--- src/rtl/isa_pkg.sv ---
// Shared ISA decode definitions for the multicycle control unit.
package isa_pkg;

    localparam int unsigned KEY_W  = 7;
    localparam int unsigned OP_W   = 3;
    localparam int unsigned MODE_W = 2;
    localparam int unsigned TYPE_W = 2;
    localparam int unsigned ALU_W  = 3;
    localparam int unsigned RES_W  = 2;

    typedef enum logic [2:0] {
        FETCH, DECODE, EXEC, MEM, WB, HALT
    } state_t;

    typedef enum logic [3:0] {
        CLS_ILLEGAL, CLS_RALU, CLS_IALU, CLS_STORE, CLS_LOAD,
        CLS_BRANCH, CLS_JALR, CLS_JAL, CLS_LUI
    } inst_class_t;

    typedef enum logic [1:0] {
        EXK_SINGLE, EXK_MUL, EXK_DIV
    } exec_kind_t;

    // Decode key is {opcode, dir_mode, inst_type}
    localparam logic [KEY_W-1:0]  KEY_LUI   = 7'b000_10_00;
    localparam logic [KEY_W-1:0]  KEY_JAL   = 7'b000_10_10;
    localparam logic [MODE_W-1:0] MODE_REG  = 2'b00;
    localparam logic [MODE_W-1:0] MODE_IMM  = 2'b01;
    localparam logic [TYPE_W-1:0] TYPE_ALU  = 2'b00;
    localparam logic [TYPE_W-1:0] TYPE_MEM  = 2'b01;
    localparam logic [TYPE_W-1:0] TYPE_CTL  = 2'b10;

    localparam logic [ALU_W-1:0] ALU_ADD  = 3'b000;
    localparam logic [ALU_W-1:0] ALU_SUB  = 3'b001;
    localparam logic [ALU_W-1:0] ALU_MUL  = 3'b010;
    localparam logic [ALU_W-1:0] ALU_DIV  = 3'b011;
    localparam logic [ALU_W-1:0] ALU_REMU = 3'b100;
    localparam logic [ALU_W-1:0] ALU_SLL  = 3'b101;
    localparam logic [ALU_W-1:0] ALU_SRL  = 3'b110;

    localparam logic [RES_W-1:0] RES_ALU = 2'b00;
    localparam logic [RES_W-1:0] RES_MEM = 2'b01;
    localparam logic [RES_W-1:0] RES_PC4 = 2'b10;

    // Classify a decode key; unknown keys map to CLS_ILLEGAL
    function automatic inst_class_t isa_class(input logic [KEY_W-1:0] key);
        logic [OP_W-1:0]   op;
        logic [MODE_W-1:0] mode;
        logic [TYPE_W-1:0] typ;
        inst_class_t       cls;
        op   = key[6:4];
        mode = key[3:2];
        typ  = key[1:0];
        cls  = CLS_ILLEGAL;
        if (mode == MODE_REG && typ == TYPE_ALU) begin
            if (op <= 3'd4) cls = CLS_RALU;
        end else if (mode == MODE_IMM && typ == TYPE_ALU) begin
            if (op <= 3'd2) cls = CLS_IALU;
        end else if (mode == MODE_IMM && typ == TYPE_MEM) begin
            if (op == 3'd0)      cls = CLS_STORE;
            else if (op <= 3'd3) cls = CLS_LOAD;
        end else if (mode == MODE_IMM && typ == TYPE_CTL) begin
            if (op == 3'd0)      cls = CLS_JALR;
            else if (op <= 3'd4) cls = CLS_BRANCH;
        end else if (key == KEY_LUI) begin
            cls = CLS_LUI;
        end else if (key == KEY_JAL) begin
            cls = CLS_JAL;
        end
        return cls;
    endfunction

    // ALU operation for a decode key
    function automatic logic [ALU_W-1:0] isa_alu_ctrl(input logic [KEY_W-1:0] key);
        logic [OP_W-1:0]  op;
        logic [ALU_W-1:0] ctrl;
        op   = key[6:4];
        ctrl = ALU_ADD;
        case (isa_class(key))
            CLS_RALU:   ctrl = op;
            CLS_IALU:   ctrl = (op == 3'd1) ? ALU_SLL : (op == 3'd2) ? ALU_SRL : ALU_ADD;
            CLS_BRANCH: ctrl = ALU_SUB;
            CLS_LUI:    ctrl = ALU_SLL;
            default:    ctrl = ALU_ADD;
        endcase
        return ctrl;
    endfunction

    // Second ALU operand: register for R-type and compares, immediate otherwise
    function automatic logic isa_alu_src(input inst_class_t cls);
        return !(cls == CLS_RALU || cls == CLS_BRANCH || cls == CLS_ILLEGAL);
    endfunction

    // Which EXEC length class a key belongs to
    function automatic exec_kind_t isa_exec_kind(input logic [KEY_W-1:0] key);
        exec_kind_t kind;
        kind = EXK_SINGLE;
        if (isa_class(key) == CLS_RALU) begin
            if (key[6:4] == ALU_MUL) kind = EXK_MUL;
            else if (key[6:4] == ALU_DIV || key[6:4] == ALU_REMU) kind = EXK_DIV;
        end
        return kind;
    endfunction

endpackage

--- src/rtl/exec_cycle_counter.sv ---
// Loadable down-counter timing the EXEC phase; done when the count reaches zero.
module exec_cycle_counter #(
    parameter int unsigned W = 4
) (
    input  logic         clk,
    input  logic         reset,
    input  logic         load,
    input  logic [W-1:0] load_value,
    input  logic         en,
    output logic         done
);

    logic [W-1:0] count_q, count_d;

    // Load takes priority; otherwise count down while enabled and non-zero
    always_comb begin
        count_d = count_q;
        if (load) begin
            count_d = load_value;
        end else if (en && count_q != '0) begin
            count_d = count_q - W'(1);
        end
    end

    // Count register with synchronous reset
    always_ff @(posedge clk) begin
        if (reset) count_q <= '0;
        else       count_q <= count_d;
    end

    assign done = (count_q == '0);

endmodule

--- src/rtl/multicycle_control_unit.sv ---
// Multicycle control FSM: fetch, decode, variable-length execute, memory, writeback.
module multicycle_control_unit
    import isa_pkg::*;
#(
    parameter int unsigned MUL_CYCLES = 3,
    parameter int unsigned DIV_CYCLES = 16,
    parameter int unsigned CNT_W      = 32
) (
    input  logic             clk,
    input  logic             reset,
    input  logic [1:0]       inst_type,
    input  logic [1:0]       dir_mode,
    input  logic [2:0]       opcode,
    input  logic             imem_ready,
    input  logic             dmem_ready,
    output logic             imem_req,
    output logic             dmem_req,
    output logic             ir_write,
    output logic             pc_write,
    output logic             reg_write,
    output logic             mem_write,
    output logic             branch,
    output logic             jump,
    output logic [1:0]       result_source,
    output logic             alu_source,
    output logic [2:0]       alu_control,
    output logic             illegal,
    output logic [CNT_W-1:0] instret
);

    localparam int unsigned EXEC_MAX = (MUL_CYCLES > DIV_CYCLES) ? MUL_CYCLES : DIV_CYCLES;
    localparam int unsigned EXEC_CW  = (EXEC_MAX > 1) ? $clog2(EXEC_MAX) : 1;

    state_t             state_q, state_d;
    logic [KEY_W-1:0]   key_q, key_d, key_in;
    logic [CNT_W-1:0]   instret_q, instret_d;
    logic               illegal_q, illegal_d;
    inst_class_t        cls_in, cls_q;
    exec_kind_t         kind_in;
    logic               cnt_load, cnt_en, cnt_done, retire;
    logic [EXEC_CW-1:0] cnt_load_val;

    assign key_in  = {opcode, dir_mode, inst_type};
    assign cls_in  = isa_class(key_in);
    assign kind_in = isa_exec_kind(key_in);
    assign cls_q   = isa_class(key_q);

    exec_cycle_counter #(.W(EXEC_CW)) u_exec_cnt (
        .clk        (clk),
        .reset      (reset),
        .load       (cnt_load),
        .load_value (cnt_load_val),
        .en         (cnt_en),
        .done       (cnt_done)
    );

    // Next state, strobes and counter control from state and latched key
    always_comb begin
        state_d       = state_q;
        key_d         = key_q;
        illegal_d     = illegal_q;
        instret_d     = instret_q;
        retire        = 1'b0;
        cnt_load      = 1'b0;
        cnt_en        = 1'b0;
        cnt_load_val  = '0;
        imem_req      = 1'b0;
        dmem_req      = 1'b0;
        ir_write      = 1'b0;
        pc_write      = 1'b0;
        reg_write     = 1'b0;
        mem_write     = 1'b0;
        branch        = 1'b0;
        jump          = 1'b0;
        result_source = RES_ALU;
        alu_source    = 1'b0;
        alu_control   = ALU_ADD;

        case (state_q)
            FETCH: begin
                imem_req = 1'b1;
                if (imem_ready) begin
                    ir_write = 1'b1;
                    state_d  = DECODE;
                end
            end
            DECODE: begin
                key_d = key_in;
                if (cls_in == CLS_ILLEGAL) begin
                    illegal_d = 1'b1;
                    state_d   = HALT;
                end else begin
                    cnt_load = 1'b1;
                    case (kind_in)
                        EXK_MUL: cnt_load_val = EXEC_CW'(MUL_CYCLES - 1);
                        EXK_DIV: cnt_load_val = EXEC_CW'(DIV_CYCLES - 1);
                        default: cnt_load_val = '0;
                    endcase
                    state_d = EXEC;
                end
            end
            EXEC: begin
                alu_source  = isa_alu_src(cls_q);
                alu_control = isa_alu_ctrl(key_q);
                cnt_en      = 1'b1;
                if (cnt_done) begin
                    case (cls_q)
                        CLS_LOAD, CLS_STORE: state_d = MEM;
                        CLS_BRANCH: begin
                            branch  = 1'b1;
                            retire  = 1'b1;
                            state_d = FETCH;
                        end
                        default: state_d = WB;
                    endcase
                end
            end
            MEM: begin
                dmem_req  = 1'b1;
                mem_write = (cls_q == CLS_STORE);
                if (dmem_ready) begin
                    if (cls_q == CLS_STORE) begin
                        pc_write = 1'b1;
                        retire   = 1'b1;
                        state_d  = FETCH;
                    end else begin
                        state_d = WB;
                    end
                end
            end
            WB: begin
                reg_write = 1'b1;
                pc_write  = 1'b1;
                jump      = (cls_q == CLS_JAL || cls_q == CLS_JALR);
                if (cls_q == CLS_LOAD)                          result_source = RES_MEM;
                else if (cls_q == CLS_JAL || cls_q == CLS_JALR) result_source = RES_PC4;
                retire  = 1'b1;
                state_d = FETCH;
            end
            HALT: state_d = HALT;
            default: state_d = FETCH;
        endcase

        if (retire) instret_d = instret_q + CNT_W'(1);
    end

    // State, latched key, retire counter and sticky illegal flag
    always_ff @(posedge clk) begin
        if (reset) begin
            state_q   <= FETCH;
            key_q     <= '0;
            instret_q <= '0;
            illegal_q <= 1'b0;
        end else begin
            state_q   <= state_d;
            key_q     <= key_d;
            instret_q <= instret_d;
            illegal_q <= illegal_d;
        end
    end

    assign illegal = illegal_q;
    assign instret = instret_q;

endmodule

--- config.mk ---
export PLATFORM = sky130hd
export DESIGN_NAME = multicycle_control_unit
export DESIGN_NICKNAME = d
export VERILOG_FILES = /design/src/rtl/isa_pkg.sv /design/src/rtl/exec_cycle_counter.sv /design/src/rtl/multicycle_control_unit.sv
export SDC_FILE = /design/constraint.sdc
export NUM_CORES = 1
export LEC_CHECK = 0
export CORE_MARGIN = 1
export CORE_UTILIZATION = 25
export CTS_BUF_LIST = sky130_fd_sc_hd__clkbuf_2
export CTS_CLUSTER_SIZE = 24
export DETAILED_ROUTE_END_ITERATION = 8
export PLACE_DENSITY = 0.43
export SLEW_MARGIN = 20
export SYNTH_ARGS = -nofsm -noshare
export SYNTH_HDL_FRONTEND = slang
export SYNTH_SLANG_ARGS = --single-unit
export TNS_END_PERCENT = 20
--- constraint.sdc ---
create_clock -name clk -period 2.85 [get_ports clk]
set_input_delay 0.57 -clock clk [delete_from_list [all_inputs] [get_ports clk]]
set_output_delay 0.57 -clock clk [all_outputs]
set_load 0.02 [all_outputs]
======== After elaboration in Yosys (flattened, before gate mapping) ========
Index checks and enable logic that the tools add are counted.
word-level totals
  output and inout bits ................... 47
  latch bits .............................. 0
  memories kept ........................... 0
  register bits after elaboration ......... 47
  ROM bits ................................ 0
  bits of input ports ..................... 11
  memory bits (writable) .................. 0
  logic and storage cells ................. 143
operators by class
  $mul .................................... 0
  shift-type cells ........................ 0
  order comparisons ....................... 6
  reductions and logical operators ........ 29
  bitwise gates (word level) .............. 0
  add/subtract/negate cells ............... 2
  div/mod/pow operators ................... 0
  eq/ne operators ......................... 36
  mux-type cells .......................... 65
operators by type and width
  cell                                                 number
  2-to-1 mux 4 bit                                     15
  2-to-1 mux 3 bit                                     18
  adder 32 x 1 -> 32 bit, second input constant        1
  == test 7 x 4 -> 1 bit, second input constant        4
  == test 4 x 3 -> 1 bit, second input constant        5
  2-to-1 mux 1 bit                                     18
  2-to-1 mux 2 bit                                     8
  == test 3 x 2 -> 1 bit, second input constant        5
  one-hot mux 3 bit (5 select lines)                   1
  == test 4 x 1 -> 1 bit, second input constant        3
  <= comparator 3 x 2 -> 1 bit, second input constant  4
  logical NOT 4 bit                                    3
  one-hot mux 3 bit (4 select lines)                   1
  == test 2 x 1 -> 1 bit, second input constant        5
  == test 3 bit, second input constant                 3
  logical AND 1 bit                                    9
  logical NOT 3 bit                                    3
  == test 4 x 2 -> 1 bit, second input constant        2
  logical NOT 2 bit                                    4
  one-hot mux 4 bit (2 select lines)                   1
  == test 2 bit, second input constant                 3
  == test 3 x 1 -> 1 bit, second input constant        2
  <= comparator 3 bit, second input constant           2
  != test 2 bit, second input constant                 3
  12 further kinds                                     15

======== Depth between registers and ports, before layout ========
Gate-level depths: netlist of the first run.
  depth after elaboration ................. 14
  mapped depth ............................ 9

======== Hierarchy ========
Synthesis of the first run repeated with hierarchy kept, for this count alone.
unflattened totals
  cell total of the unflattened synthesis .. 380
  area total of the unflattened synthesis .. 2939.1 um^2
by module, submodules not included
  module                   area each (um^2)  instances  cells each
  multicycle_control_unit  2676.3            1          351
  exec_cycle_counter       262.8             1          29

======== Least setup slack after synthesis of the first run ========
Ideal clock, no wire load.
  path kind ............................... register to output
  start point ............................. register key_q[3]
  end point ............................... output port alu_control[2]
  stages on the path, launching flop included .. 8
  setup slack ............................. 0.192 ns
  required time ........................... 2.280 ns
  arrival time ............................ 2.088 ns
  buffers on the path ..................... 1
  cell sequence ........................... dfxtp_1 buf_2 nor2b_1 a31oi_1 a221o_1 o21bai_1 or3_1 a21oi_1
on the way
  cells in the longest elaborated chain, start to end .. 11
  elaborated cells between the ends (all ways) .. 21
  classes of those cells .................. eq/ne: 7; mux: 9; reduce/logical: 5
RTL lines
  what                                         RTL line                        source
  start: declaration                           multicycle_control_unit.sv:35   logic [KEY_W-1:0] key_q, key_d, key_in;
  start signal: assignment                     multicycle_control_unit.sv:156  key_q <= key_d;
  == test 7 x 4 -> 1 bit                       isa_pkg.sv:67                   end else if (key == KEY_JAL) begin
  2-to-1 mux 3 bit                             isa_pkg.sv:67
  2-to-1 mux 4 bit (2 in series)               --
  2-to-1 mux 4 bit                             isa_pkg.sv:59                   end else if (mode == MODE_IMM && typ == TYPE_MEM) begin
  2-to-1 mux 4 bit                             isa_pkg.sv:57                   end else if (mode == MODE_IMM && typ == TYPE_ALU) begin
  2-to-1 mux 4 bit *                           isa_pkg.sv:55                   if (mode == MODE_REG && typ == TYPE_ALU) begin
  2-to-1 mux 4 bit *                           multicycle_control_unit.sv:79   case (state_q)
  == test 4 bit, or another cell as far along  isa_pkg.sv:79                   case (isa_class(key))
  one-hot mux 3 bit (4 select lines) *         isa_pkg.sv:79
  2-to-1 mux 3 bit *                           multicycle_control_unit.sv:79
  end: declaration                             multicycle_control_unit.sv:26   output logic [2:0] alu_control,
Mark *: on every way between the ends. The rest lies on a longest branch, timed or not. The select of a mux whose other input is x is not followed.

======== Final worst setup path of the first run ========
  start point ............................. register key_q[4]
  end point ............................... output port alu_control[1]
on the way
  cells in the longest elaborated chain, start to end .. 11
  elaborated cells between the ends (all ways) .. 29
  classes of those cells .................. order compare: 3; eq/ne: 8; mux: 17; reduce/logical: 1
RTL lines
  what                                                                  RTL line
  <= comparator 3 bit / == test 7 x 4 -> 1 bit (equally long branches)  isa_pkg.sv:56, isa_pkg.sv:64, isa_pkg.sv:67
  2-to-1 mux 3 bit, on equally long branches                            isa_pkg.sv:64, isa_pkg.sv:67
  2-to-1 mux 3 bit / 2-to-1 mux 4 bit (equally long branches)           --
  2-to-1 mux 4 bit                                                      --
  2-to-1 mux 4 bit                                                      isa_pkg.sv:59
  2-to-1 mux 4 bit                                                      isa_pkg.sv:57
  2-to-1 mux 4 bit                                                      isa_pkg.sv:55
  2-to-1 mux 4 bit                                                      multicycle_control_unit.sv:79
  == test 4 bit, or another cell as far along                           isa_pkg.sv:79
  one-hot mux 3 bit (4 select lines) *                                  isa_pkg.sv:79
  2-to-1 mux 3 bit *                                                    multicycle_control_unit.sv:79
Marked as above.

==> results of run 1 <==
-- stage by stage --
stage               setup WS, ps  hold WS [ps]  total power, mW  setup TNS, ps
global route                -143           549             1.50           -478
finish                      30.2           517             1.41              0
CTS                         -175           517             1.40           -338
floorplan                    192           470            0.890              0
global placement           -7.69           491             1.01          -7.69
detailed placement         -54.6           489             1.02           -110
-- how the worst max path moves through the flow --
stage	startpoint	endpoint	slack, ps
4_1_cts	key_q[4]	alu_control[0]	-180
3_3_place_gp	key_q[2]	alu_control[2]	-8
6_report	key_q[4]	alu_control[1]	30
3_5_place_dp	key_q[2]	alu_control[0]	-50
5_1_grt	key_q[4]	alu_control[1]	-140
2_1_floorplan	key_q[3]	alu_control[2]	190
-- worst max-delay path, cell delays in order, from the launching register on --
cell      delay (ps)
dfxtp_2          380
buf_6            130
a21oi_2          120
o21ai_1           60
a221o_1          340
o21bai_4         190
buf_6            130
o31ai_2          190
and3_1           170
buf_4            130
-- sequential cells by signal, summed over array words and instances, names as in the netlist --
register / flops
u_exec_cnt.count_q: 4
state_q: 3
illegal: 1
key_q: 7
instret: 32
-- per-layer routing --
| layer | track usage, % | wire [um] |
|---|---|---|
| met1 | 19.9 | 4190 |
| met2 | 21.4 | 3560 |
| met3 | 2.29 | 226 |
| met4 | 3.62 | 85 |
| met5 | 0 | 0 |
-- synth_stat cells, drive strengths merged, types with 2 or more instances --
cell,count
xnor2,25
ha,3
o21bai,2
a21oi,26
nor2,49
or4b,2
nor2b,10
o21ai,10
a31o,3
nor3b,3
a211oi,10
clkbuf,14
nand2b,4
a31oi,4
xor2,3
nand3,22
a2111oi,9
dfxtp,47
nor4,2
and3,5
nand3b,3
inv,15
nand2,33
o22ai,3
nor3,12
nand4b,3
o22a,2
a21boi,2
or3,2
or4,2
o31ai,2
buf,8
mux2,5
nand4,12
-- report_power, final --
part	switching (mW)	internal, mW	leakage (nW)	total [mW]
combinational	0.187	0.154	0.972	0.341
clock	0.228	0.143	0.0350	0.371
sequential	0.0216	0.678	0.383	0.700
total	0.436	0.976	1.39	1.41
-- area by class of cell --
class,count,area (sq um),area share [%]
Multi-Input combinational cell,286,1900,47.7
Inverter,15,56.3,1.41
Clock buffer,5,25.0,0.628
Clock inverter,2,37.5,0.943
Timing Repair Buffer,89,835,21.0
Sequential cell,47,952,23.9
Tap cell,143,179,4.49
-- logic make-up after synthesis --
logic type / count (synthesis) / synth area share (%)
AO/OA/AOI/OAI: 82 / 20.3
adder cells (fa/ha/maj): 3 / 1.29
XOR/XNOR: 28 / 8.41
buffers and inverters: 37 / 5.28
AND/OR/NAND/NOR: 168 / 30.6
flip-flops: 47 / 32.3
multiplexers: 5 / 1.93
-- timing repair --
| action | CTS | global route |
|---|---|---|
| buffers inserted | 0 | 1 |
| gates resized for setup | 27 | 27 |
| setup endpoints to repair | 9 | 9 |
| pin swaps | 2 | 9 |
==> reports/qor.yml, run 1 <==
antenna_left: 0
status: "completed"
overflow: 0
rr_endpoint: "instret[31]"
fin_cells: 587
routed_wl_um: 8070
maxCapViolations: 0
critical_path_class: "flip-flop to output port"
cts_root_buf: "clkbuf_2"
min_path_cells: 2
drc_errors: 0
hold_class: "flip-flop to flip-flop"
syn_nets: 384
first_iter_violations: 81
core_sq_mm: 0.0114
ys_ff_latch: 47
row_count: 39
setup_violations: 0
gp_congestion: 0.770
drive_above_1_share_pct: 20.0
netlist_instances: 370
hpwl_um: 5950
synth_edf_count: 0
place_inst: 579
rsz0062_at_grt: "yes"
post_dp_cell_area_sq_mm: 0.00382
cts_tree: "built"
grt_start_max_net_pins: 54
tightest_slew_ps: 953
slew_viol_final: 0
ys_types: 55
synthTopCellsByArea: "dfxtp_1, xnor2_1, nor2_1"
worst_hold_path.endpoint: "u_exec_cnt.count_q[1]"
num_antenna_cells: 0
wl_per_cell_um: 13.7
die_y_um: 110
grt_pass1_vias: 2675
worst_setup_path_end_kind: "output port"
r2r_cells: 9
die_area_sq_mm: 0.0121
post-route-period-util_pct: 98.9
nNetsFinal: 458
io_pins: 58
antenna_found_initial: 0
ff2ff_setup_slack_ps: 320
num_vias: 2875
max_clock_freq_mhz: 355
yosys_warnings: 0
vdd_drop_max_uv: 182
start_kind: "flip-flop"
synth_flop_cell: "dfxtp_1"
syn_area_per_cell_sq_um: 7.88
grt_usage_pct: 13.9
synth-seq-area-share_pct: 32.3
synthToLayoutAreaGrowth_pct: 36.6
worstPathRequired_ps: 2280
cts_max_level: 2
clk_pin_slew_ps: 230
io_buffers: 57
die_w_um: 110
r2r-start: "key_q[1]"
firstDrtPassIters: 4
relSlewSlack_pct: 36.5
nFillCells: 1224
crit_fanout: 7
hold_viol_final: 0
finalInstanceArea_sq_mm: 0.00398
numClockSinks: 47
clock_skew_ps: 31.2
p_leak_nw: 1.39
via_per_inst: 4.90
clk_path_buf_depth: 2
min-delay-start: "u_exec_cnt.count_q[1]"
cts_buffers: 5
final_cell_mix: "nor2_1, clkdlybuf4s50_1, dfxtp_1, nand2_1, buf_4"
synth_top_area_share_pct: 32.3
final_core_util_pct: 35.0
fin_crit_ps: 2820
yosysTopAreaCell: "dfxtp_1"
async_flop_share_pct: 0
power_density_mw_per_mm2: 355
synthesis.area_sq_mm: 0.00292
insertion_delay_ps: 430
grt_pass1_wl_um: 13200
holdBufCountCts: 0
arrival_ps: 2250
initial_core_util_pct: 25.6
No activity file was read; power rests on OpenSTA's default activity.
==> inputs of run 2 (changes only) <==
--- a/config.mk
+++ b/config.mk
@@ -5,12 +5,13 @@
 export SDC_FILE = /design/constraint.sdc
 export NUM_CORES = 1
 export LEC_CHECK = 0
+export ABC_AREA = 1
 export CORE_MARGIN = 1
 export CORE_UTILIZATION = 25
 export CTS_BUF_LIST = sky130_fd_sc_hd__clkbuf_2
 export CTS_CLUSTER_SIZE = 24
 export DETAILED_ROUTE_END_ITERATION = 8
-export PLACE_DENSITY = 0.43
+export PLACE_DENSITY = 0.42
 export SLEW_MARGIN = 20
 export SYNTH_ARGS = -nofsm -noshare
 export SYNTH_HDL_FRONTEND = slang
==> run 2 against run 1 <==
  * Worst setup slack gained 130 ps
  * Design area grew 3.9%
  * Wire length is 28% higher
  * Hold slack worse by 15 ps
  * Die area rose by 13%
  * Non-clock buffer count down 18
  * Utilization down 2.5 points
  * Sequential cell count unchanged
==> reports/qor.yml, run 2 <==
status: "completed"
row_count: 41
cts_max_level: 2
die_area_sq_mm: 0.0137
start_kind: "flip-flop"
first_iter_violations: 153
io_pins: 58
die_y_um: 117
yosys_warnings: 0
nNetsFinal: 584
grt_usage_pct: 16.0
routed_wl_um: 10300
arrival_ps: 2120
relSlewSlack_pct: 67.5
holdBufCountCts: 0
synthesis.area_sq_mm: 0.00330
core_sq_mm: 0.0127
grt_start_max_net_pins: 37
numClockSinks: 47
async_flop_share_pct: 0
ys_types: 34
cts_buffers: 5
num_antenna_cells: 0
synthTopCellsByArea: "dfxtp_1, nand2_1, nand4_1"
yosysMostFrequentCell: "nand2_1"
timing.hold.ws_ps: 502
syn_area_per_cell_sq_um: 6.46
clk_pin_slew_ps: 230
max_clock_freq_mhz: 372
critical_path_class: "flip-flop to output port"
overflow: 0
drc_errors: 0
synth_edf_count: 0
initial_core_util_pct: 25.9
hold_class: "flip-flop to flip-flop"
maxCapViolations: 0
synth-seq-area-share_pct: 28.5
via_per_inst: 4.64
antenna_found_initial: 0
hold_viol_final: 0
syn_nets: 524
worstPathRequired_ps: 2280
finalInstanceArea_sq_mm: 0.00414
num_vias: 3445
ys_ff_latch: 47
antenna_left: 0
drive_above_1_share_pct: 13.1
final_cell_mix: "nand2_1, nor2_1, inv_1, clkdlybuf4s50_1, dfxtp_1"
io_buffers: 57
synthToLayoutAreaGrowth_pct: 25.5
vdd_drop_max_uv: 133
tightest_slew_ps: 484
synth_top_area_share_pct: 28.5
yosysTopAreaCell: "dfxtp_1"
fin_crit_ps: 2690
firstDrtPassIters: 4
netlist_instances: 510
clk_path_buf_depth: 2
cts_root_buf: "clkbuf_2"
timing.setup.tns_ps: 0
insertion_delay_ps: 520
setup_violations: 0
post_dp_cell_area_sq_mm: 0.00408
cts_tree: "built"
clock_skew_ps: 65.7
power_density_mw_per_mm2: 350
hpwl_um: 7720
yosys-top-cells-count: "nand2_1, nor2_1, inv_1"
crit_fanout: 4
post-route-period-util_pct: 94.3
final_common_cell: "nand2_1"
wl_per_cell_um: 13.9
slew_viol_final: 0
worst_setup_path_end_kind: "output port"
rsz0062_at_grt: "yes"
synth_flop_cell: "dfxtp_1"
grt_pass1_vias: 3338
largest_reg_flops: 32
p_leak_nw: 1.58
die_w_um: 117
gp_congestion: 0.901
grt_pass1_wl_um: 16800
-- run 2: worst paths after layout --
kind	slack (ps)	endpoint	cells past startpoint	start
min	500	illegal	2	illegal
max reg2reg	410	instret[29]	15	key_q[4]
min reg2reg	500	illegal	2	illegal
max	160	mem_write	11	key_q[1]
-- run 2: where the power goes --
part | internal [mW] | total (mW) | switching (mW)
Sequential | 0.693 | 0.726 | 0.0337
Combinational | 0.147 | 0.413 | 0.266
Clock | 0.0629 | 0.310 | 0.247
Total | 0.902 | 1.45 | 0.547
-- run 2: repair_timing --
item	CTS	global route
resized for setup	27	24
pin swaps	0	1
buffers inserted	0	0
endpoints found under the hold margin	0	0
endpoints found under the setup margin	10	9
-- run 2: metrics by stage --
stage / worst slack, ps / power [mW] / cells / util, %
floorplan: 515 / 0.995 / 510 / -
global placement: 143 / 1.13 / 735 / 32.1
detailed placement: 96.3 / 1.13 / 735 / 32.1
CTS: -33.3 / 1.45 / 743 / 32.2
global route: -57.5 / 1.55 / 743 / 32.5
finish: 162 / 1.45 / 743 / 32.5
-- run 2: cell type report --
cell class                      count  area, sq um
Timing Repair Buffer               71          644
Inverter                           54          203
Clock inverter                      2         12.5
Clock buffer                        6         30.0
Tap cell                          172          215
Fill cell                        1485         8590
Multi-Input combinational cell    391         2080
Sequential cell                    47          950
-- run 2: metal layers --
metal / share of wire, % / GRT usage (%)
met1: 44 / 18.3
met4: 1.3 / 4.73
met3: 4.2 / 3.50
met2: 51 / 29.5
met5: 0 / 0
-- run 2: cell families (layout without fill, tap and decap cells) --
| family | count (synthesis) | in the layout | share of synthesized area, % |
|---|---|---|---|
| flops | 47 | 47 | 28.5 |
| fa+ha+maj | 3 | 3 | 1.14 |
| xor+xnor | 31 | 31 | 8.24 |
| compound gates | 68 | 68 | 11.7 |
| buf+inv | 72 | 133 | 9.49 |
| simple gates | 289 | 289 | 40.9 |
-- run 2: worst max-delay path, cell delays in order (launching register included) --
cell	delay, ps
dfxtp_2	400
inv_2	60
nor2_4	90
nand2_2	80
or2_0	200
nand2_1	90
nand3_2	100
buf_4	160
nor2_4	130
nand2_2	90
nor2_2	100
buf_2	170
==> inputs of run 3 (changes only) <==
--- a/config.mk
+++ b/config.mk
@@ -8,7 +8,6 @@
 export ABC_AREA = 1
 export CORE_MARGIN = 1
 export CORE_UTILIZATION = 25
-export CTS_BUF_LIST = sky130_fd_sc_hd__clkbuf_2
 export CTS_CLUSTER_SIZE = 24
 export DETAILED_ROUTE_END_ITERATION = 8
 export PLACE_DENSITY = 0.42
==> run 3 against run 2 <==
  * Clock-buffer cell count up 1
  * Largest cell class unchanged
  * Final cell count unchanged
  * Critical path depth shrank 1
  * Non-clock buffer count is the same
  * Power increased by 20%
  * Design area grew 2.1%
  * Critical endpoint is now alu_control[0]
==> reports/qor.yml, run 3 (synthesis gave the netlist of run 2 again) <==
worst_setup_path_end_kind: "output port"
min-delay-start: "illegal"
synthToLayoutAreaGrowth_pct: 28.1
nNetsFinal: 584
via_per_inst: 4.70
final_common_cell: "nand2_1"
tightest_slew_ps: 485
worst_hold_path.endpoint: "illegal"
r2r-start: "key_q[4]"
maxCapViolations: 0
hold_viol_final: 0
vdd_drop_max_uv: 196
ff2ff_setup_slack_ps: 340
rsz0062_at_grt: "yes"
path_depth: 10
grt_start_max_net_pins: 37
hpwl_um: 7720
worstPathRequired_ps: 2280
nFillCells: 1476
crit_fanout: 4
numClockSinks: 47
cts_root_buf: "clkbuf_16"
timing.hold.ws_ps: 477
relSlewSlack_pct: 67.7
largest_reg_flops: 32
r2r_cells: 15
io_buffers: 57
firstDrtPassIters: 4
clock_skew_ps: 15.9
num_antenna_cells: 0
clk_pin_slew_ps: 60
num_vias: 3490
rr_endpoint: "instret[8]"
antenna_found_initial: 0
met2_length_um: 5130
grt_pass1_vias: 3330
p_leak_nw: 1.66
status: "completed"
core_sq_mm: 0.0127
crit_family: "simple AND/OR/NAND/NOR gates"
fin_crit_ps: 2680
initial_core_util_pct: 25.9
antenna_left: 0
final_cell_mix: "nand2_1, nor2_1, inv_1, dfxtp_1, clkdlybuf4s50_1"
drc_errors: 0
insertion_delay_ps: 310
gp_congestion: 0.901
routedLengthMet1_um: 4560
fin_cells: 743
met3_length_um: 376
grt_pass1_wl_um: 16800
startpoint: "key_q[2]"
start_kind: "flip-flop"
routed_wl_um: 10300
dr.max_layer_used: "met4"
critical-path-slowest-cell: "dfxtp_1"
io_pins: 58
min_path_cells: 2
grt_usage_pct: 16.0
crit_chain: "inv_2 -> nor2_2 -> nand2_2 -> or2_0 -> nand2_1 -> nand3_2 -> nor3_2 -> nand2_1 -> a21oi_1 -> clkdlybuf4s15_1"
arrival_ps: 2110
first_iter_violations: 128
cts_buffers: 5
drive_above_1_share_pct: 10.2
cts_max_level: 2
post-route-period-util_pct: 94.1
holdBufCountCts: 0
setup_violations: 0
cp_common_cell: "nand2_1"
die_w_um: 117
cp_num_buf_inv: 2
cts_tree: "built"
final_core_util_pct: 33.2
critical_path_class: "flip-flop to output port"
die_y_um: 117
die_area_sq_mm: 0.0137
place_inst: 735
power_density_mw_per_mm2: 412
row_count: 41
max_clock_freq_mhz: 373
overflow: 0
hold_class: "flip-flop to flip-flop"
slew_viol_final: 0
crit_path_max_incr_delay_ps: 350
clk_path_buf_depth: 2
wl_per_cell_um: 13.8
==> run 3: changes by cell type in the layout (fill, tap and decap cells not counted), sizes merged <==
| cell | previous run | this run |
|---|---|---|
| dlymetal6s2s | 0 | 3 |
| clkdlybuf4s15 | 0 | 2 |
| dlygate4sd2 | 3 | 2 |
| clkbuf | 8 | 10 |
| clkinv | 2 | 1 |
| buf | 19 | 14 |
==> run 3: what timing repair did <==
item	4_1_cts	5_1_grt
setup buffers	0	0
setup endpoints to repair	7	8
resized for setup	8	11
pin swaps	0	0
==> run 3: how the worst max path moves through the flow <==
stage,end,slack [ps]
after floorplan,pc_write,510
final,alu_control[0],170
after detailed placement,alu_control[2],100
after global routing,alu_control[0],-40
after global placement,alu_control[2],140
after CTS,mem_write,90
==> run 3: final cells by class <==
cell class	count	area, sq um	share of cell area [%]
clock inverters	1	8.76	0.207
flip-flops and latches	47	941	22.3
inverters	54	203	4.80
multi-input cells	391	2050	48.5
well taps	172	215	5.09
clock buffers	7	143	3.38
repair buffers	71	666	15.8
==> run 3: tightest hold or removal path: stages (launching register included) <==
cell and delay, ps:
dfxtp_1 330, nor2_1 50, nor2_1 70
==> run 3: layer usage <==
metal | track usage [%] | up-vias
met5 | 0 | -
met4 | 5.23 | 0
met3 | 3.50 | 12
met2 | 29.4 | 69
met1 | 18.2 | 1602
li1 | - | 1807
==> run 3: power by group <==
| part | leakage, nW | internal, mW | switching, mW |
|---|---|---|---|
| logic | 1.21 | 0.139 | 0.257 |
| registers | 0.381 | 0.686 | 0.0310 |
| clock network | 0.0741 | 0.352 | 0.275 |
| total | 1.66 | 1.18 | 0.563 |
==> run 3: per-stage QoR <==
stage | setup slack [ps] | power, mW | instance area [sq um] | setup TNS [ps]
2_1_floorplan | 515 | 0.995 | 3300 | 0
3_3_place_gp | 143 | 1.13 | 4080 | 0
3_5_place_dp | 96.3 | 1.13 | 4080 | 0
4_1_cts | 87.0 | 1.77 | 4230 | 0
5_1_grt | -35.9 | 1.84 | 4220 | -35.9
6_report | 169 | 1.74 | 4220 | 0
